$ cat config.mk
export PLATFORM = sky130hd
export DESIGN_NAME = fp_decoder
export DESIGN_NICKNAME = d
export VERILOG_FILES = /design/src/rtl/fp_pkg.sv /design/src/rtl/fp_pipe_stage.sv /design/src/rtl/fp_decoder.sv
export SDC_FILE = /design/constraint.sdc
export NUM_CORES = 1
export LEC_CHECK = 0
export CORE_MARGIN = 5
export CORE_UTILIZATION = 60
export CTS_CLUSTER_DIAMETER = 100
export DETAILED_ROUTE_END_ITERATION = 12
export HOLD_SLACK_MARGIN = 0.1
export PLACE_DENSITY = 0.85
export SETUP_SLACK_MARGIN = 0.2
export SLEW_MARGIN = 20
export SYNTH_ARGS = -nofsm -noshare
export SYNTH_HDL_FRONTEND = slang
export SYNTH_SLANG_ARGS = --single-unit
$ cat constraint.sdc
create_clock -name clk -period 4 [get_ports clk]
set_input_delay 0.8 -clock clk [delete_from_list [all_inputs] [get_ports clk]]
set_output_delay 0.8 -clock clk [all_outputs]
set_load 0.01 [all_outputs]
$ cat src/rtl/fp_pkg.sv
// Shared constants and types for the IEEE-754 single <-> Q16.16 converters.
package fp_pkg;

  localparam int          EXP_BIAS  = 127;
  localparam int          FRAC_BITS = 16;
  localparam int          MANT_BITS = 23;
  localparam logic [31:0] FIX_MAX   = 32'h7FFF_FFFF;
  localparam logic [31:0] FIX_MIN   = 32'h8000_0000;

  // Exponent at which {1,mantissa} already sits at the Q16.16 binary point.
  localparam logic [7:0] EXP_UNITY = 8'(EXP_BIAS + MANT_BITS - FRAC_BITS);
  localparam logic [7:0] EXP_SAT   = EXP_UNITY + 8'd8;
  localparam logic [7:0] EXP_TINY  = EXP_UNITY - 8'd23;

  typedef enum logic [1:0] {
    ZERO   = 2'd0,
    NORMAL = 2'd1,
    INF    = 2'd2,
    NAN    = 2'd3
  } fp_class_e;

  typedef struct packed {
    logic        sign;
    fp_class_e   cls;
    logic        unf;
    logic        shl;
    logic [4:0]  shamt;
    logic [23:0] sig;
  } s1_t;

  typedef struct packed {
    logic [31:0] fixed;
    logic        ovf;
    logic        unf;
    logic        nan;
    logic        inexact;
  } res_t;

  function automatic fp_class_e classify(input logic [7:0] e, input logic [22:0] m);
    if (e == 8'd0)        return ZERO;
    else if (e == 8'hFF)  return (m != '0) ? NAN : INF;
    else                  return NORMAL;
  endfunction

endpackage

$ cat src/rtl/fp_pipe_stage.sv
// One valid/ready pipeline register; holds its contents while the consumer stalls.
module fp_pipe_stage #(
  parameter int WIDTH = 32
) (
  input  logic             clk,
  input  logic             rst,
  input  logic             in_valid,
  input  logic [WIDTH-1:0] in_data,
  output logic             in_ready,
  output logic             out_valid,
  output logic [WIDTH-1:0] out_data,
  input  logic             out_ready
);

  logic             full;
  logic [WIDTH-1:0] data;

  assign in_ready  = !full || out_ready;
  assign out_valid = full;
  assign out_data  = data;

  always_ff @(posedge clk) begin
    if (rst) begin
      full <= 1'b0;
      data <= '0;
    end else if (in_ready) begin
      full <= in_valid;
      if (in_valid) data <= in_data;
    end
  end

endmodule

$ cat src/rtl/fp_decoder.sv
// IEEE-754 single to signed Q16.16 converter, two-stage valid/ready pipeline.
module fp_decoder
  import fp_pkg::*;
(
  input  logic        clk,
  input  logic        rst,
  input  logic        in_valid,
  output logic        in_ready,
  input  logic [31:0] in_ieee754,
  output logic        out_valid,
  input  logic        out_ready,
  output logic [31:0] out_fixed,
  output logic        out_ovf,
  output logic        out_unf,
  output logic        out_nan,
  output logic        out_inexact
);

  logic        sign;
  logic [7:0]  expo;
  logic [22:0] mant;

  s1_t  s1_d, s1_q;
  res_t s2_d, s2_q;
  logic s1_in_ready, s1_valid, s2_in_ready;

  assign sign = in_ieee754[31];
  assign expo = in_ieee754[30:23];
  assign mant = in_ieee754[22:0];

  // Stage 1: classify and pick shift direction/amount. Saturating normals
  // are folded into INF and out-of-range tiny normals into ZERO.
  always_comb begin
    s1_d      = '0;
    s1_d.sign = sign;
    s1_d.sig  = {1'b1, mant};
    s1_d.cls  = classify(expo, mant);
    if (s1_d.cls == ZERO) begin
      s1_d.unf = |mant;
    end else if (s1_d.cls == NORMAL) begin
      if (expo < EXP_TINY) begin
        s1_d.cls = ZERO;
        s1_d.unf = 1'b1;
      end else if (expo > EXP_SAT || (expo == EXP_SAT && !(sign && mant == '0))) begin
        s1_d.cls = INF;
      end else if (expo >= EXP_UNITY) begin
        s1_d.shl   = 1'b1;
        s1_d.shamt = 5'(expo - EXP_UNITY);
      end else begin
        s1_d.shamt = 5'(EXP_UNITY - expo);
      end
    end
  end

  fp_pipe_stage #(.WIDTH($bits(s1_t))) u_s1 (
    .clk       (clk),
    .rst       (rst),
    .in_valid  (in_valid),
    .in_data   (s1_d),
    .in_ready  (s1_in_ready),
    .out_valid (s1_valid),
    .out_data  (s1_q),
    .out_ready (s2_in_ready)
  );

  assign in_ready = s1_in_ready && !rst;

  logic [31:0] wide, mag;
  logic [23:0] mask;
  logic        lost;

  // Stage 2: shift, negate, saturate.
  always_comb begin
    s2_d = '0;
    wide = {8'b0, s1_q.sig};
    mag  = s1_q.shl ? (wide << s1_q.shamt) : (wide >> s1_q.shamt);
    mask = (24'd1 << s1_q.shamt) - 24'd1;
    lost = !s1_q.shl && (|(s1_q.sig & mask));
    case (s1_q.cls)
      ZERO: begin
        s2_d.unf     = s1_q.unf;
        s2_d.inexact = s1_q.unf;
      end
      NAN: s2_d.nan = 1'b1;
      INF: begin
        s2_d.fixed = s1_q.sign ? FIX_MIN : FIX_MAX;
        s2_d.ovf   = 1'b1;
      end
      default: begin
        s2_d.fixed   = s1_q.sign ? (~mag + 32'd1) : mag;
        s2_d.inexact = lost;
      end
    endcase
  end

  fp_pipe_stage #(.WIDTH($bits(res_t))) u_s2 (
    .clk       (clk),
    .rst       (rst),
    .in_valid  (s1_valid),
    .in_data   (s2_d),
    .in_ready  (s2_in_ready),
    .out_valid (out_valid),
    .out_data  (s2_q),
    .out_ready (out_ready)
  );

  assign out_fixed   = s2_q.fixed;
  assign out_ovf     = s2_q.ovf;
  assign out_unf     = s2_q.unf;
  assign out_nan     = s2_q.nan;
  assign out_inexact = s2_q.inexact;

endmodule

# After elaboration in Yosys (flattened, before gate mapping)

Cells that the tools add are included.

Flip-flop bits (word level): 72
Bits of input ports: 36
Output and inout bits: 38
Word-level logic and storage cells: 66

Add/sub/neg operators: 4
Order comparisons: 3
Equality and inequality tests: 5
Shift operators: 3
Muxes and demuxes: 22
Bitwise logic cells: 2
Reduce and logical (&&, ||, !) cells: 23

Operators with widths:

| operator                | count |
|---|---|
| $mux W32                | 3 |
| $pmux W32 S2            | 1 |
| $add A32 B1 Y32 const B | 1 |
| $not A32 Y32            | 1 |
| $shl A24 B5 Y32         | 1 |
| $shr A24 B5 Y32         | 1 |
| $and A24 B24 Y24        | 1 |
| $reduce_or A24 Y1       | 1 |
| $shl A1 B5 Y24 const A  | 1 |
| $sub A24 B1 Y24 const B | 1 |
| $logic_not A23 Y1       | 1 |
| $reduce_bool A23 Y1     | 1 |
| $reduce_or A23 Y1       | 1 |
| $mux W6                 | 3 |
| $eq A8 B8 Y1 const B    | 2 |
| $mux W2                 | 5 |
| $mux W9                 | 1 |
| $ge A8 B8 Y1 const B    | 1 |
| $gt A8 B8 Y1 const B    | 1 |
| $logic_not A8 Y1        | 1 |
| $lt A8 B7 Y1 const B    | 1 |
| $mux W1                 | 7 |
| $logic_not A1 Y1        | 5 |
| $mux W5                 | 1 |
| 10 further kinds        | 19 |

# Longest topological paths before layout

Gate-level depths: netlist of run 1.

Word-level depth: 9
Depth in mapped cells: 17
Depth with buffers taken out: 13

# Modules after synthesis

From an unflattened synthesis of run 1, not the netlist that was laid out.

Cells, all modules: 1180
Area, all modules: 9156.3 sq um

By module, submodules not included:

| module               | instances | cells each | area an instance (sq um) | sequential area each (sq um) |
|---|---|---|---|---|
| fp_decoder           | 1         | 852        | 5809.3                   | 0.0 |
| fp_pipe_stage (u_s2) | 1         | 168        | 1687.9                   | 740.7 |
| fp_pipe_stage (u_s1) | 1         | 160        | 1659.1                   | 700.7 |

# Least setup slack after synthesis of run 1

No wires, ideal clock.

Kind: register to register
Start: reg u_s1.data[25], in the netlist u_s1.out_data[25]
End: reg u_s2.data[23], in the netlist u_s2.out_data[23]
Setup time: 119 ps
Arrival time: 3310 ps
Required time: 3881 ps
Path slack: 571 ps
Stages on the path, launching flop included: 14
Path buffers: 3
Clock period less this slack: 3429 ps
Cells stage by stage: dfxtp_1 > buf_6 > buf_12 > buf_12 > mux2_4 > mux4_2 > a2bb2oi_1 > a222oi_1 > o311a_2 > nand3_4 > nand2b_4 > o41a_1 > xnor2_1 > o221a_1

Cells in the longest elaborated chain, start to end: 6
Elaborated cells between the ends (all ways): 7
Those cells by class: add/sub (1); shift (2); mux (3); bitwise (1)

RTL lines:

| element                                            | line                | text |
|---|---|---|
| start: declaration                                 | fp_pipe_stage.sv:16 | `logic [WIDTH-1:0] data;` |
| start signal: assignment                           | fp_pipe_stage.sv:28 | `if (in_valid) data <= in_data;` |
| $shr A24 B5 Y32 or $shl A24 B5 Y32 (tied branches) | fp_decoder.sv:76    | `mag = s1_q.shl ? (wide << s1_q.shamt) : (wide >> s1_q.shamt);` |
| $mux W32 (*)                                       | fp_decoder.sv:76    |  |
| $not A32 Y32                                       | fp_decoder.sv:90    | `s2_d.fixed = s1_q.sign ? (~mag + 32'd1) : mag;` |
| $add A32 B1 Y32                                    | fp_decoder.sv:90    |  |
| $mux W32 (*)                                       | fp_decoder.sv:90    |  |
| $pmux W32 S2 (*)                                   | fp_decoder.sv:79    | `case (s1_q.cls)` |
| end signal: assignment                             | fp_pipe_stage.sv:28 |  |
| end: declaration                                   | fp_pipe_stage.sv:16 |  |

Mark *: on every way between the ends. The rest lies on a longest branch, timed or not.
A chain may end at the register's enable or synchronous reset.

# Final worst setup path of run 1

Start: reg u_s1.data[25], in the netlist u_s1.out_data[25]
End: reg u_s2.data[34], in the netlist u_s2.out_data[34]

Same word-level chain as after synthesis.

==> flow_summary_export.csv, run 1 <==
group,metric,value,unit
status,status,"complete, no violations",
synthesis,ys_seq_elements,72,
clocking,cts_tree,"done",
clocking,cts_root_buf,"clkbuf_16",
pwr,power.leakage,3.507,nW
floorplanning,die_w,127.9,microns
drt,drtPass1Iterations,6,
pwr,ir_drop,0.2736,mV
clocking,clock_latency,350,ps
drt,vias_per_cell,7.118,
synthesis,synthTopCellsByCount,"140 x nand2_1, 104 x nor2_1, 97 x a21oi_1, 72 x dfxtp_1, 66 x clkbuf_1",
pwr,powerDensity,284.9,mW/mm^2
placed_design,hpwlAfterDp,22810,microns
pwr,power_frac_seq,30.5,%
synthesis,synth_cells,1055,
global_route,grt_overflow_total,0,
synthesis,synth_cell_types,105,
synthesis,yosysTopAreaCellShare,17.30,%
clocking,clock-sinks,72,
sta,rsz0062_at_grt,"yes",
floorplanning,initial_utilization,60.50,%
critical_path,worst_ep_required_time,4200,ps
floorplanning,die_h,127.9,microns
drt,ant_nets,0,
pwr,p_int,1.749,mW
sta,fmax,272.2,MHz
synthesis,synth_fp_nets,1098,
synthesis,yosysSeqAreaShare,17.30,%
clocking,cts_buffer_depth,2,
drt,vias,9218,
critical_path,cp.arrival,3870,ps
drt,post_drt_wl_per_cell,23.73,microns
sta,fin_skew,10.02,ps
floorplanning,floorplan.die_area,0.01635,sq mm
sta,period_share,91.83,%
critical_path,slowest_stage,"dfxtp_4",
critical_path,critical-path-max-stage-delay,490,ps
sta,final_hold_viol_count,0,
synthesis,syn_area_per_cell,7.899,sq um
sta,finalSetupViolCount,0,
global_route,grt_pass1_vias,8457,
clocking,clk_pin_slew,60,ps
finish,nets,1153,
synthesis,async_flop_share,0,%
drt,drc,0,
clocking,htreeDepth,3,
synthesis,yosysMostFrequentCell,"nand2_1",
sta,slew_headroom,35.49,%
pwr,clockPowerShare,32.3,%
synthesis,syn_area,0.008333,sq mm
critical_path,cp_num_buf_inv,1,
placed_design,routabilityCongestion,1.114,
sta,worst_pin_slew,960.3,ps
min_path,hp-class,"reg2reg",
global_route,antenna_found_initial,0,
sta,whs,452.4,ps
job,max_cap_violations,0,
pwr,p_sw_share,35.91,%
clocking,cts_buffers,9,
floorplanning,io_pins,74,
finish,drive_gt1_share,18.57,%
critical_path,crit_chain,"buf_6, mux2_4, mux4_2, mux2i_2, a221o_1, o211ai_2, or4_4, nor3_4, nor3b_2, mux2i_1, a211oi_2",
drt,first_iter_violations,1699,
pwr,combPwrFrac,37.2,%
synthesis,synth-main-ff-cell,"dfxtp_1",
floorplanning,fp-row-count,43,
global_route,grtUsageTotal,37.23,%
critical_path,path_class,"reg2reg",
placed_design,dpl.cell_count,1277,
sta,min_period,3673,ps
global_route,grt_start_max_net_pins,67,
drt,wl,30740,microns
placed_design,io_buffers,73,
pwr,p_switching,0.9804,mW
clocking,holdBufCountCts,0,
synthesis,yosys-top-cells-area,"dfxtp_1 17%, mux4_2 8.9%, mux2i_1 6.5%",
finish,antenna_cells,0,
synthesis,synth-edff-count,0,
global_route,grt_pass1_wl,47690,microns
floorplanning,coreArea,0.01377,sq mm
critical_path,startpoint_type,"flip-flop",
critical_path,critPathTopFamily,"multiplexers",
synthesis,yosys_warnings,0,
critical_path,cp-end-kind,"flip-flop",
synthesis,yosysTopAreaCell,"dfxtp_1",
sta,tns,0,ps
critical_path,crit_fanout,14,
finish,synthToLayoutAreaGrowth,14.97,%
finish,instances_no_fill,1295,
pwr,fin_total_pwr,2.730,mW
sta,slew_viol_final,0,
-- cells in the final DEF, fill, tap and decap left out, types with 15 or more instances in the layout --
cell type / netlist / layout
a21oi_1: 97 / 97
buf_4: 6 / 70
clkdlybuf4s50_1: 0 / 72
dfxtp_1: 72 / 68
mux2_2: 23 / 23
mux2i_1: 54 / 53
mux4_2: 33 / 33
nand2_1: 140 / 140
nand2b_1: 15 / 15
nand3_1: 27 / 27
nor2_1: 104 / 104
nor3_1: 38 / 37
o21ai_0: 51 / 51
xnor2_1: 16 / 16
-- tightest hold or removal path: stages (launching register included) --
cell	delay, ps
dfxtp_1	310
nand2_1	50
a21oi_1	50
-- flip-flops by register name (all words and copies together), names as in the netlist --
register,flops
u_s1.out_data,34
u_s1.out_valid,1
u_s2.out_data,36
u_s2.out_valid,1
-- power by group through the flow --
stage / sequential (mW) / combinational [mW] / clock, mW
floorplan: 0.810 / 0.673 / 0
global placement: 0.842 / 0.964 / 0
detailed placement: 0.844 / 0.971 / 0
CTS: 0.828 / 0.978 / 0.891
global route: 0.835 / 1.08 / 0.927
finish: 0.832 / 1.02 / 0.883
-- final timing paths --
| path | from | endpoint | slack, ps | depth (start not counted) |
|---|---|---|---|---|
| worst max-delay path | u_s1.out_data[25] | u_s2.out_data[34] | 330 | 11 |
| worst min-delay path | u_s2.out_data[1] | u_s2.out_data[1] | 450 | 2 |
| worst max register to register | u_s1.out_data[25] | u_s2.out_data[34] | 330 | 11 |
| worst min register to register | u_s2.out_data[1] | u_s2.out_data[1] | 450 | 2 |
-- metrics by stage --
step	utilization, %	setup slack (ps)	cell area, sq um
final	69.56	326.8	9580
after global routing	69.56	160.4	9580
after CTS	69.21	197.8	9533
after detailed placement	66.83	212.4	9205
after global placement	66.83	260.4	9205
after floorplan	-	570.9	8333
-- repair_timing --
action / CTS / global route
endpoints found under the setup margin: 2 / 13
pin swaps: 0 / 1
setup buffers: 0 / 2
resized for setup: 2 / 8
-- cell families after synthesis --
| group | Yosys count | share of synthesized area [%] |
|---|---|---|
| simple gates | 411 | 24.08 |
| compound gates | 294 | 23.69 |
| buf+inv | 126 | 9.955 |
| flops | 72 | 17.30 |
| fa+ha+maj | 8 | 1.171 |
| xor+xnor | 25 | 2.628 |
| mux | 119 | 21.17 |
-- layer usage --
layer  part of all wire (%)  vias to the layer above  global-route usage, %
met5                      0                        -                      0
met4                    5.7                        0                  16.79
met2                     43                      707                  56.41
met3                     13                      160                  10.38
li1                       -                     4049                      -
met1                     38                     4302                  49.50
-- cell type report --
type                    count  area [sq um]
inverters                  16         60.06
flip-flops and latches     72          1451
repair buffers            154          1436
well taps                 180         225.2
clock buffers              10         229.0
fillers                  1165          4193
multi-input cells         857          6087
clock inverters             6         91.34
Power figures use the tool's default switching activity.
==> run 2: changes to the inputs <==
ABC_CLOCK_PERIOD_IN_PS = 4000   (was not set)
==> results of run 2 <==
Same layout as run 1: the final DEF is identical, and so are final timing and power.
==> run 3: changes to the inputs <==
CAP_MARGIN = 5   (was not set)
==> results of run 3 <==
Same layout as run 1: the final DEF is identical, and so are final timing and power.
